===== src/rtl/coin_acceptor_pkg.sv =====
// Shared vending types: coin codes and coin-qualifier FSM states.
package coin_acceptor_pkg;

   typedef enum logic [1:0] {
      NONE     = 2'b00,
      CIRCLE   = 2'b01,
      TRIANGLE = 2'b10,
      PENTAGON = 2'b11
   } coin_t;

   typedef enum logic [1:0] {
      IDLE,
      QUAL_COIN,
      WAIT_RELEASE,
      QUAL_RELEASE
   } qual_state_t;

endpackage


===== src/rtl/coin_acceptor_fifo.sv =====
// Pending-coin FIFO: no bypass, push at full is only taken alongside a pop.
module coin_fifo
   import coin_acceptor_pkg::*;
#(
   parameter int DEPTH = 4
) (
   input  logic                   clock,
   input  logic                   reset_N,
   input  logic                   push,
   input  logic                   pop,
   input  coin_t                  wdata,
   output coin_t                  rdata,
   output logic                   full,
   output logic                   empty,
   output logic [$clog2(DEPTH):0] count
);

   localparam int AW = $clog2(DEPTH);

   coin_t          mem [DEPTH];
   logic [AW-1:0]  wr_ptr;
   logic [AW-1:0]  rd_ptr;
   logic           wr_en;
   logic           rd_en;

   assign full  = (count == (AW+1)'(DEPTH));
   assign empty = (count == '0);
   assign rd_en = pop && !empty;
   assign wr_en = push && (!full || rd_en);
   assign rdata = mem[rd_ptr];

   always_ff @(posedge clock) begin
      if (wr_en) mem[wr_ptr] <= wdata;
   end

   // Pointers wrap naturally because DEPTH is a power of two.
   always_ff @(posedge clock) begin
      if (!reset_N) begin
         wr_ptr <= '0;
         rd_ptr <= '0;
         count  <= '0;
      end else begin
         if (wr_en) wr_ptr <= wr_ptr + 1'b1;
         if (rd_en) rd_ptr <= rd_ptr + 1'b1;
         case ({wr_en, rd_en})
            2'b10:   count <= count + 1'b1;
            2'b01:   count <= count - 1'b1;
            default: count <= count;
         endcase
      end
   end

endmodule


===== src/rtl/coin_acceptor.sv =====
// Coin slot front end: synchronize, debounce, qualify once per insertion,
// queue accepted coins and hand them to the vending FSM one pulse at a time.
module coin_acceptor
   import coin_acceptor_pkg::*;
#(
   parameter int DEBOUNCE_CYCLES = 4,
   parameter int FIFO_DEPTH      = 4
) (
   input  logic                        clock,
   input  logic                        reset_N,
   input  logic [1:0]                  coin_raw,
   input  logic                        drop,
   output logic [1:0]                  coin,
   output logic [$clog2(FIFO_DEPTH):0] pending,
   output logic                        reject
);

   localparam logic [3:0] DEB = 4'(DEBOUNCE_CYCLES);

   logic [1:0]  sync1;
   logic [1:0]  sync2;
   logic [1:0]  samp;
   logic [3:0]  cnt;
   logic [3:0]  cnt_nxt;
   qual_state_t state;
   qual_state_t state_nxt;
   logic        push;
   logic        pop;
   logic        full;
   logic        empty;
   coin_t       head;
   coin_t       coin_q;

   // cnt_nxt is the run length including the current sample, so a push is
   // decided on the same edge the count would reach DEBOUNCE_CYCLES.
   always_comb begin
      if (sync2 != samp)    cnt_nxt = 4'd1;
      else if (cnt == DEB)  cnt_nxt = cnt;
      else                  cnt_nxt = cnt + 4'd1;
   end

   always_ff @(posedge clock) begin
      if (!reset_N) begin
         sync1 <= '0;
         sync2 <= '0;
         samp  <= '0;
         cnt   <= '0;
         state <= IDLE;
      end else begin
         sync1 <= coin_raw;
         sync2 <= sync1;
         samp  <= sync2;
         cnt   <= cnt_nxt;
         state <= state_nxt;
      end
   end

   always_comb begin
      state_nxt = state;
      push      = 1'b0;
      case (state)
         IDLE:
            if (sync2 != 2'b00) state_nxt = QUAL_COIN;
         QUAL_COIN:
            if (sync2 == 2'b00) begin
               state_nxt = IDLE;
            end else if (cnt_nxt == DEB) begin
               push      = 1'b1;
               state_nxt = WAIT_RELEASE;
            end
         WAIT_RELEASE:
            if (sync2 == 2'b00) state_nxt = QUAL_RELEASE;
         QUAL_RELEASE:
            if (sync2 != 2'b00)      state_nxt = WAIT_RELEASE;
            else if (cnt_nxt == DEB) state_nxt = IDLE;
         default:
            state_nxt = IDLE;
      endcase
   end

   assign pop = !empty && (coin_q == NONE) && !drop;

   coin_fifo #(.DEPTH(FIFO_DEPTH)) u_fifo (
      .clock   (clock),
      .reset_N (reset_N),
      .push    (push),
      .pop     (pop),
      .wdata   (coin_t'(sync2)),
      .rdata   (head),
      .full    (full),
      .empty   (empty),
      .count   (pending)
   );

   always_ff @(posedge clock) begin
      if (!reset_N) begin
         coin_q <= NONE;
         reject <= 1'b0;
      end else begin
         coin_q <= pop ? head : NONE;
         reject <= push && full && !pop;
      end
   end

   assign coin = coin_q;

endmodule

===== config.mk =====
export PLATFORM = sky130hd
export DESIGN_NAME = coin_acceptor
export DESIGN_NICKNAME = d
export VERILOG_FILES = /design/src/rtl/coin_acceptor_pkg.sv /design/src/rtl/coin_acceptor_fifo.sv /design/src/rtl/coin_acceptor.sv
export SDC_FILE = /design/constraint.sdc
export NUM_CORES = 1
export LEC_CHECK = 0
export CAP_MARGIN = 5
export CORE_UTILIZATION = 55
export DETAILED_ROUTE_END_ITERATION = 10
export GPL_TIMING_DRIVEN = 0
export PLACE_DENSITY = 0.86
export REMOVE_ABC_BUFFERS = 1
export SLEW_MARGIN = 20
export SYNTH_ARGS = -nofsm -noshare
export SYNTH_HDL_FRONTEND = slang
export SYNTH_SLANG_ARGS = --single-unit

===== constraint.sdc =====
create_clock -name clock -period 3.5 [get_ports clock]
set_clock_uncertainty 0.05 [all_clocks]
set_input_delay 0.35 -clock clock [delete_from_list [all_inputs] [get_ports clock]]
set_output_delay 0.35 -clock clock [all_outputs]
set_load 0.1 [all_outputs]

==> metrics.md <==
| Metric | Value |
|---|---|
| Outcome | `finished, final reports clean` |
| Remaining antenna violation count | `0` |
| Post-CTS Resized | `0` |
| Maximum vdd ir drop | `562.1 uV` |
| CTS Root Cell | `clkbuf_4` |
| Multi-input logic area | `between 600 and 700 um2` |
| Peak Freq | `315.2 MHz` |
| Ant diodes | `0` |
| Vias | `965` |
| Setup_tns | `0 ps` |
| Remaining global-route overflow | `0` |
| Fillers | `175` |
| Worst setup EP type | `flop` |
| FFs w/ async S/R, synth | `0` |
| Arr. time, crit path | `3390 ps` |
| Ports | `11` |
| Max transition margin | `0.3519` |
| Total power | `0.8534 mW` |
| Vias in the first global route | `about 970` |
| Cell Area, Synth | `1353 um2` |
| Average wire per standard cell | `14.79 um` |
| Row count | `17` |
| TritonCTS clock tree | `yes` |
| Input/output buffers | `10` |
| Final Net Count | `151` |
| Post-route minimum period | `3173 ps` |
| Largest net degree at the start of global routing | `18` |
| Initial antenna violation count | `0` |
| Hold-fix buffers, CTS | `0` |
| Postcts setup bufs | `0` |
| Register area | `680.7 um2` |
| Syn-to-layout area delta | `14.15%` |
| Final WL | `2.485 mm` |
| Worst-Margin Slew | `969.0 ps` |
| First-pass DRT Iterations | `4` |
| Number of synthesized flops with an enable pin | `8` |
| Max Cap Viol | `0` |
| P_int | `0.5554 mW` |
| Syn Area/Cell | `11.00 um2` |
| Vias per cell | `5.744` |
| Clock sinks | `30` |
| FF+latch count, synth | `30` |
| Final hold viol count | `0` |
| P_leak | `about 0.60 nW` |
| Final setup viols | `0` |
| Post-synthesis cell type count | `35` |
| H-tree levels | `2` |
| Sw Ratio | `0.3492` |
| Final Wtd Congestion | `0.7479` |
| Unrepaired setup endpoints after global routing | `no` |
| Fin crit share | `0.9064` |
| Die width | `51.59 um` |
| Largest fanout on the critical path | `6` |
| Clk buf depth | `2` |
| Initial cell density of the core | `0.5999` |
| Area leader, netlist | `dfxtp_1` |
| Max-slew violations | `0` |
| Combinational Power Share | `0.274` |
| Core area | `2255 um2` |
| First-pass GRT wire length | `4.271 mm` |
| Startpoint types | `flop` |
| CP Class | `reg -> reg` |
| DR iter-0 viols | `21` |
| Pwr dens | `552.7 nW/um2` |
| Die area | `2662 um2` |
| Worst hold path class | `reg -> reg` |
| Warnings, synthesis | `0` |
| Synth top area share | `0.3256` |
| Clock group share of total power | `0.247` |
| Total CTS buffers | `5` |
| Flop pwr share | `0.479` |
| Required time of the critical path | `3720 ps` |
| Register area share after synthesis | `0.5032` |
| Synth area leaders | `dfxtp_1 33%, edfxtp_1 18%, ha_1 5.6%` |
| Share of post-route cells with drive strength above 1 | `0.09286` |
| Ys flop type | `dfxtp_1` |
| Syn Inst Count | `123` |
| P_sw | `0.2980 mW` |
| DP HPWL | `1.863 mm` |
| DRC | `0` |
| Tot GR Track Use | `0.2342` |
| Skew-Pair Late Insertion Delay | `roughly 330 ps` |
| CTS clk-pin slew, worst paths | `around 90 ps` |
| Chip height | `51.59 um` |
flip-flops by register name, indices dropped and copies added, names as in the netlist, 2 cells and up, named ones only:
register	cells
sync2	2
u_fifo.mem	8
sync1	2
coin	2
u_fifo.wr_ptr	2
cnt	4
samp	2
u_fifo.count	3
u_fifo.rd_ptr	2
final cells by class:
class                           count  area share
Clock buffer                        7     0.03566
Tap cell                           28     0.02269
Clock inverter                      1    0.003241
Inverter                            7     0.01702
Timing Repair Buffer               10     0.06483
Multi-Input combinational cell     85      0.4157
Sequential cell                    30      0.4408
cells in the final DEF (no fill, tap or decap), types with 2 or more instances in the layout:
cell             instances
dfxtp_1                 22
clkdlybuf4s50_1         10
nand2_1                  9
nor2_1                   8
edfxtp_1                 8
inv_1                    7
and2_1                   7
and3_1                   7
ha_1                     6
mux2i_1                  5
a21oi_1                  5
clkbuf_4                 5
nor3_1                   3
nand2b_1                 3
nand3_1                  3
nor3b_1                  3
o311a_1                  2
xor2_1                   2
xnor2_1                  2
o21ai_1                  2
mux4_2                   2
a211oi_1                 2
logic make-up after synthesis:
| logic type | synth area share |
|---|---|
| XOR/XNOR | 0.02591 |
| AO/OA/AOI/OAI | 0.08048 |
| multiplexers | 0.07030 |
| adder cells (fa/ha/maj) | 0.07030 |
| AND/OR/NAND/NOR | 0.2276 |
| flip-flops | 0.5032 |
| buffers and inverters | 0.02220 |
critical path, stage by stage (launching register included):
cell and delay [ps]:
dfxtp_1 420, inv_1 90, ha_1 250, o21a_1 180, o311a_1 350, or4b_1 620
and2_1 210, fa_1 390, nor3b_1 160, mux2i_1 210, mux2i_1 190
cells in the mapped netlist (2+ instances only):
master,number
and3_1,7
nand2_1,9
xor2_1,2
nand2b_1,3
xnor2_1,2
o311a_1,2
edfxtp_1,8
nor3b_1,3
ha_1,6
nor2_1,8
a21oi_1,5
a211oi_1,2
nor3_1,3
o21ai_1,2
mux2i_1,5
mux4_2,2
and2_1,7
dfxtp_1,22
inv_1,7
nand3_1,3
metrics by stage:
| step | utilization | cell area [um2] | setup WS [ps] | hold WS, ps | std cells |
|---|---|---|---|---|---|
| 2_1_floorplan | - | 1349 | 619.0 | 361.8 | 122 |
| 3_3_place_gp | 0.6582 | 1484 | 456.0 | 368.0 | 160 |
| 3_5_place_dp | 0.6582 | 1484 | 354.4 | 380.2 | 160 |
| 4_1_cts | 0.6848 | 1544 | 331.2 | 401.5 | 168 |
| 5_1_grt | 0.6848 | 1544 | 179.8 | 414.6 | 168 |
| 6_report | 0.6848 | 1544 | 327.4 | 394.1 | 168 |
power by group through the flow:
stage	Combinational (mW)	Clock [mW]	Sequential, mW
finish	0.234	0.211	0.409
global route	0.251	0.230	0.414
CTS	0.235	0.216	0.408
detailed placement	0.233	0	0.417
global placement	0.222	0	0.413
floorplan	0.0994	0	0.491
worst paths after layout:
check	from	endpoint	slack (ps)	depth (start not counted)
setup / recovery	cnt[0]	u_fifo.count[2]	330	10
hold / removal	sync1[1]	sync2[1]	390	1
setup reg to reg	cnt[0]	u_fifo.count[2]	330	10
hold reg to reg	sync1[1]	sync2[1]	390	1
layer usage:
| metal | GRT usage | routed length [um] | vias to the layer above |
|---|---|---|---|
| met5 | 0 | 0 | - |
| li1 | - | - | 473 |
| met4 | 0.1532 | 78 | 0 |
| met1 | 0.2552 | 1020 | 467 |
| met2 | 0.3918 | 1302 | 18 |
| met3 | 0.07018 | 83 | 7 |
Note: power is estimated with default switching activity, not from simulation.
